===== src/rtl/pixel_streamer.sv =====
// pixel_streamer: reads one IMG_HEIGHT x IMG_WIDTH frame from a sync-read buffer and streams it in raster order
// Ports: clk, rst_n (sync, active low); start/pause requests; busy/done status;
//        mem_rd_en/mem_addr/mem_rd_data frame-buffer read port (1-cycle latency);
//        frame_start/pixel_out/pixel_valid stream to the window stage.
// Optional ROW_GAP_EN macro: insert ROW_GAP idle cycles after every row but the last.
module pixel_streamer #(
   parameter int DATA_WIDTH = 8,
   parameter int IMG_WIDTH  = 5,
   parameter int IMG_HEIGHT = 5,
   parameter int ADDR_WIDTH = 5,
   parameter int ROW_GAP    = 2
) (
   input  logic                  clk,
   input  logic                  rst_n,
   input  logic                  start,
   input  logic                  pause,
   output logic                  busy,
   output logic                  done,
   output logic                  mem_rd_en,
   output logic [ADDR_WIDTH-1:0] mem_addr,
   input  logic [DATA_WIDTH-1:0] mem_rd_data,
   output logic                  frame_start,
   output logic [DATA_WIDTH-1:0] pixel_out,
   output logic                  pixel_valid
);
   localparam int CW = IMG_WIDTH > 1 ? $clog2(IMG_WIDTH) : 1;
   localparam int RW = IMG_HEIGHT > 1 ? $clog2(IMG_HEIGHT) : 1;
   localparam int GW = ROW_GAP > 0 ? $clog2(ROW_GAP + 1) : 1;
`ifdef ROW_GAP_EN
   localparam bit GAP_EN = 1'b1;
`else
   localparam bit GAP_EN = 1'b0;
`endif
   typedef enum logic [2:0] {IDLE, SOF, STREAM, GAP, DRAIN} state_t;
   state_t                  state_q, state_d;
   logic [ADDR_WIDTH-1:0]   addr_q, addr_d;
   logic [CW-1:0]           col_q, col_d;
   logic [RW-1:0]           row_q, row_d;
   logic [GW-1:0]           gap_q, gap_d;
   logic                    busy_q, busy_d;
   logic                    done_q, done_d;
   logic                    fs_q, fs_d;
   logic                    rd_d1_q, rd_d1_d;
   logic                    pv_q, pv_d;
   logic [DATA_WIDTH-1:0]   pix_q, pix_d;
   logic                    col_last, row_last;
   assign col_last    = col_q == CW'(IMG_WIDTH - 1);
   assign row_last    = row_q == RW'(IMG_HEIGHT - 1);
   assign mem_rd_en   = (state_q == STREAM) && !pause;
   assign mem_addr    = addr_q;
   assign busy        = busy_q;
   assign done        = done_q;
   assign frame_start = fs_q;
   assign pixel_out   = pix_q;
   assign pixel_valid = pv_q;
   always_comb begin
      state_d = state_q;
      addr_d  = addr_q;
      col_d   = col_q;
      row_d   = row_q;
      gap_d   = gap_q;
      busy_d  = busy_q;
      done_d  = 1'b0;
      fs_d    = 1'b0;
      rd_d1_d = mem_rd_en;
      pv_d    = rd_d1_q;
      pix_d   = rd_d1_q ? mem_rd_data : pix_q;
      case (state_q)
         IDLE: if (start) begin
            state_d = SOF;
            busy_d  = 1'b1;
            fs_d    = 1'b1;
         end
         SOF: state_d = STREAM;
         STREAM: if (!pause) begin
            addr_d = addr_q + 1'b1;
            col_d  = col_last ? '0 : col_q + 1'b1;
            row_d  = col_last ? row_q + 1'b1 : row_q;
            if (col_last && row_last) begin
               state_d = DRAIN;
               addr_d  = '0;
               row_d   = '0;
            end else if (GAP_EN && col_last) begin
               state_d = GAP;
               gap_d   = '0;
            end
         end
         GAP: begin
            gap_d   = gap_q + 1'b1;
            state_d = gap_q == GW'(ROW_GAP - 1) ? STREAM : GAP;
         end
         // the final read has left the pipeline once rd_d1 is clear and its beat is on the output
         DRAIN: if (!rd_d1_q && pv_q) begin
            state_d = IDLE;
            busy_d  = 1'b0;
            done_d  = 1'b1;
         end
         default: state_d = IDLE;
      endcase
   end
   always_ff @(posedge clk) begin
      if (!rst_n) begin
         state_q <= IDLE;
         addr_q  <= '0;
         col_q   <= '0;
         row_q   <= '0;
         gap_q   <= '0;
         busy_q  <= 1'b0;
         done_q  <= 1'b0;
         fs_q    <= 1'b0;
         rd_d1_q <= 1'b0;
         pv_q    <= 1'b0;
         pix_q   <= '0;
      end else begin
         state_q <= state_d;
         addr_q  <= addr_d;
         col_q   <= col_d;
         row_q   <= row_d;
         gap_q   <= gap_d;
         busy_q  <= busy_d;
         done_q  <= done_d;
         fs_q    <= fs_d;
         rd_d1_q <= rd_d1_d;
         pv_q    <= pv_d;
         pix_q   <= pix_d;
      end
   end
endmodule


===== config.mk =====
export PLATFORM = sky130hd
export DESIGN_NAME = pixel_streamer
export DESIGN_NICKNAME = d
export VERILOG_FILES = /design/src/rtl/pixel_streamer.sv
export SDC_FILE = /design/constraint.sdc
export NUM_CORES = 1
export LEC_CHECK = 0
export CORE_MARGIN = 3
export CORE_UTILIZATION = 44
export DETAILED_ROUTE_END_ITERATION = 10
export PLACE_DENSITY = 0.83
export SYNTH_ARGS = -nofsm -noshare
export SYNTH_HDL_FRONTEND = slang
export SYNTH_SLANG_ARGS = --single-unit

===== constraint.sdc =====
create_clock -name clk -period 1.5 [get_ports clk]
set_input_delay 0.225 -clock clk [delete_from_list [all_inputs] [get_ports clk]]
set_output_delay 0.225 -clock clk [all_outputs]
set_load 0.01 [all_outputs]

# ---- After elaboration in Yosys (flattened, before gate mapping)
# Index checks and enable logic that the tools add are counted.
dict set report totals {
  ff_bits 29
  wordCells 56
  in_bits 12
}
dict set report classes {
  n_bitwise 1
  reduce_logical 14
  n_eq_ne 11
  mux 15
  add_sub_neg 4
}
# operator n
set op_table {}
lappend op_table {{$mux W3} 7}
lappend op_table {{$pmux W3 S5} 1}
lappend op_table {{$eq A3 B3 Y1 const B} 3}
lappend op_table {{$add A3 B1 Y3 const B} 2}
lappend op_table {{$eq A3 B2 Y1 const B} 2}
lappend op_table {{$ne A2 B2 Y1 const B} 3}
lappend op_table {{$reduce_and A2 Y1} 3}
lappend op_table {{$reduce_and A3 Y1} 2}
lappend op_table {{$add A5 B1 Y5 const B} 1}
lappend op_table {{$mux W1} 5}
lappend op_table {{$mux W5} 1}
lappend op_table {{$reduce_and A4 Y1} 1}
lappend op_table {{$reduce_bool A2 Y1} 2}
lappend op_table {{$eq A3 B1 Y1 const B} 1}
lappend op_table {{$logic_and A1 B1 Y1} 3}
lappend op_table {{$logic_not A3 Y1} 1}
lappend op_table {{$add A2 B1 Y2 const B} 1}
lappend op_table {{$eq A2 B1 Y1 const B} 1}
lappend op_table {{$logic_not A1 Y1} 2}
lappend op_table {{$ne A2 B1 Y1 const B} 1}
lappend op_table {{$pmux W1 S2} 1}
lappend op_table {{$not A1 Y1} 1}

# ---- Longest topological paths before layout
dict set report depth {
  ltp_word 5
  depth_mapped 5
  mapped_depth_nobuf 5
}

# ---- Worst setup path before layout
# OpenSTA, ideal clock, no wires.
dict set report synth_path {
  path_type {register to register}
  startpoint {reg state_q[0]}
  endpoint {reg row_q[2]}
  t_arrival_ns 1.372
  required_ns 1.381
  stages_incl_launch_ff 6
  setup_time_ns 0.119
  path_slack_ns 0.009
  synth_period_minus_slack_ns 1.491
  cell_sequence {dfxtp_1 buf_6 or4b_4 clkinv_4 nand3_1 o221a_2}
}
dict set report synth_between {
  elab_chain_cells 2
}
# item line
set synth_lines {}
lappend synth_lines {{start, declared} 35} ;# state_t state_q, state_d;
lappend synth_lines {{start signal, assigned} 115} ;# state_q <= state_d;
lappend synth_lines {{$eq A3 B2 Y1} 68} ;# case (state_q)
lappend synth_lines {{$reduce_and A3 Y1 (no source line)} n/a}
lappend synth_lines {{end signal, assigned} 118} ;# row_q <= row_d;
lappend synth_lines {{end, declared} 38} ;# logic [RW-1:0] row_q, row_d;
# Every way passes these cells.
# A chain may end at the register's enable or synchronous reset.

# ---- Worst setup path in the final report
dict set report layout_path {
  startpoint {reg state_q[0]}
  endpoint {out mem_rd_en}
}
dict set report layout_between {
  elab_chain_cells 2
}
# item line
set layout_lines {}
lappend layout_lines {{$eq A3 B2 Y1} 49} ;# assign mem_rd_en = (state_q == STREAM) && !pause;
lappend layout_lines {{$logic_and A1 B1 Y1} 49}
lappend layout_lines {{end, declared} 19} ;# output logic mem_rd_en,
# Every way passes these cells.

==> key figures <==
Clock network
  • Post-CTS Setup Inserts: 0
  • H-tree lvl count: 2
  • CTS buffer count: 5
  • CTS tree: yes
  • Skew-Pair Late Insertion Delay: 320 ps
  • Clock root buffer: clkbuf_4
  • # clock sinks: 29
  • Clock transition at the registers of the reported paths: about 80 ps
  • CTS Buffer Depth: 2

Synthesis
  • Avg Inst Size Synth: 9.019 um^2
  • Library cells used by synthesis: 40
  • Synth warn: 0
  • Synthesized instance count: 144
  • Synth Net Count: about 160
  • Top cells by area, synth: dfxtp_1, mux2i_1, ha_1
  • Post-Syn Area: ~1300 um^2
  • Synth Register Bits: 29
  • Post-synth top area share: 44.70%
  • Part of the Yosys area used for sequential elements: ~45%
  • Top cell type by total area after synthesis: dfxtp_1

Power
  • Static Leakage: ~0.72 nW
  • Pwr/cell area: between 900 and 1000 nW/um^2
  • Peak supply drop: slightly above 0.0007 V
  • Pwr Total: 1.607 mW

Detailed routing
  • First drt pass iteration count: 4
  • Via count: 1163
  • Post-DRT Antenna Nets: 0
  • # DRC: 0
  • DRT Wirelength: ~2.8 mm
  • 1st-iter DRT viols: 44
  • Via-per-instance ratio: approximately 5.4
  • WL/cell: between 10 and 15 um

Critical path
  • R2R Path Start: state_q[0]
  • Worst Path Arrival: 1360 ps
  • Worst EP required: around 1300 ps
  • Worst R2R End: row_q[2]
  • Register-to-Register Path Depth: 5
  • Crit. End Element: primary output
  • Reg2Reg Setup Slack: -80 ps
  • WS Path Type: register to primary output
  • Critical path launch point type: register
  • Worst-path maximum fanout: 2

STA
  • Clock Skew: between 3 and 4 ps
  • Final setup margin: -88.37 ps
  • Rel. slew slack: 73.69%
  • Max frequency: 629.6 MHz
  • Final worst path period need: about 1600 ps
  • RSZ-0062 raised after global routing: yes
  • Slew @ Worst Pin: between 300 and 400 ps
  • Crit share post-route: 105.9%
  • Final hold violation count: 0
  • Setup Viol. Count Final: 6
  • Final Max Slew Viols: 0

Finish
  • Most common cell after layout, fill and taps aside: dfxtp_1
  • Commonest cells after routing, fill and taps aside: dfxtp_1, clkdlybuf4s50_1, nor2_1
  • FILL cells: 231
  • Design area: 1758 um^2
  • Layout area overhead: 35.36%
  • # diodes: 0
  • # nets final: 202
  • Core Util, Final: between 60% and 70%
  • Layout cells sized above 1: between 10% and 20%

Floorplan
  • Die ar.: ~3600 um^2
  • Die Y-Extent: 60.33 um
  • Rows: 19
  • Die Width: between 60 and 70 um
  • Core Area: roughly 2800 um^2
  • Top Ports: 30
  • Initial Utilization: between 40% and 50%

Global routing
  • GRT Total Usage: ~16%
  • Antenna violations before repair: 0
  • Congestion Overflow GR: 0
  • Largest net degree at the start of global routing: 15
  • Global-route wire length before repair: approximately 4.4 mm
  • Vias in the first global route: 1060

Min path
  • Hold endpoint: pixel_valid
  • Min-delay worst type: register to register
  • Hold wc startpoint: pv_d
  • Hold Path Depth: 2

Outcome
  • Status: complete, but fails checks
  • Failing checks: negative setup slack

Placed design
  • Gpl congestion: ~0.82
  • HPWL Detailed: roughly 2.0 mm
  • Area after DPL: ~1700 um^2
  • Port buffer count: 29
  • Setup WS pre-CTS: -501.3 ps

Flow run
  • Max Cap Violations: 0
kinds of logic after synthesis:
family | count (synthesis) | synth area share [%]
buf+inv | 18 | 6.358
flops | 29 | 44.70
xor+xnor | 2 | 1.349
fa+ha+maj | 6 | 5.780
compound gates | 29 | 14.16
mux | 8 | 6.166
simple gates | 52 | 21.48
sequential cells by signal, summed over array words and instances (netlist names), 2 cells and up:
register   flops
gap_q          2
pixel_out      8
state_q        3
col_q          3
row_q          3
mem_addr       5
where the power goes:
| group | internal, mW | switching, mW |
|---|---|---|
| logic | 0.173 | 0.161 |
| clock network | 0.186 | 0.250 |
| registers | 0.812 | 0.0230 |
| total | 1.17 | 0.435 |
stage by stage:
stage | std cells | hold WS, ps | setup TNS (ps)
6_report | 216 | 473.1 | -283.7
5_1_grt | 216 | 505.8 | -570.4
4_1_cts | 216 | 475.6 | -302.7
3_5_place_dp | 208 | 462.1 | -3883
3_3_place_gp | 208 | 459.6 | -3228
2_1_floorplan | 144 | 372.6 | 0
critical path, stage by stage, from the launching register on:
cell      delay [ps]
dfxtp_2          330
or4b_4           560
clkinv_4          70
buf_6             90
Yosys cell counts:
master / count
o21bai_1: 1
buf_6: 1
nand3b_1: 2
clkbuf_1: 5
and3b_1: 1
o211ai_1: 1
nand2_1: 10
and4_1: 1
and4b_1: 1
or4b_4: 1
nor3b_1: 2
o22ai_1: 1
a2bb2oi_1: 1
nand2b_1: 4
or3_1: 1
nand3_1: 4
clkinv_4: 1
a31oi_1: 1
a21o_1: 1
nor2_1: 16
ha_1: 6
inv_1: 9
nand2_4: 1
o32ai_1: 2
dfxtp_1: 29
o41ai_1: 1
nand4_1: 3
mux2i_1: 8
a211oi_1: 1
and3_1: 1
xnor2_1: 2
nor3_1: 2
o21ai_0: 6
a311o_1: 1
clkbuf_2: 1
o221a_2: 1
or2_2: 1
a21oi_1: 11
nor2b_1: 1
buf_2: 1
metal layers:
layer,vias to the layer above,global-route usage [%],part of all wire [%],wire length (um)
li1,581,-,-,-
met1,533,18.41,40,1129
met2,43,26.23,51,1413
met3,6,7.234,7.4,208
met4,0,8.228,1.6,44
met5,-,0,0,0
area by class of cell:
class	count	area, um^2	area share [%]
clock buffer	8	48.80	2.776
inverter	10	42.54	2.420
multi-input combinational	97	650.6	37.01
sequential	29	584.3	33.24
tap	31	38.79	2.206
timing repair buffer	41	392.9	22.35
repair_timing:
item                       CTS  global route
hold buffers                 0             0
pin swaps                    1             0
resized for setup           10             8
setup endpoints to repair    8            13
worst max-delay path by stage:
stage               start        end  cells after the start
2_1_floorplan  state_q[0]   row_q[2]                      5
3_3_place_gp        pause  mem_rd_en                      4
3_5_place_dp        pause  mem_rd_en                      4
4_1_cts        state_q[0]  mem_rd_en                      3
5_1_grt        state_q[0]  mem_rd_en                      3
6_report       state_q[0]  mem_rd_en                      3
Power figures use the tool's default switching activity.
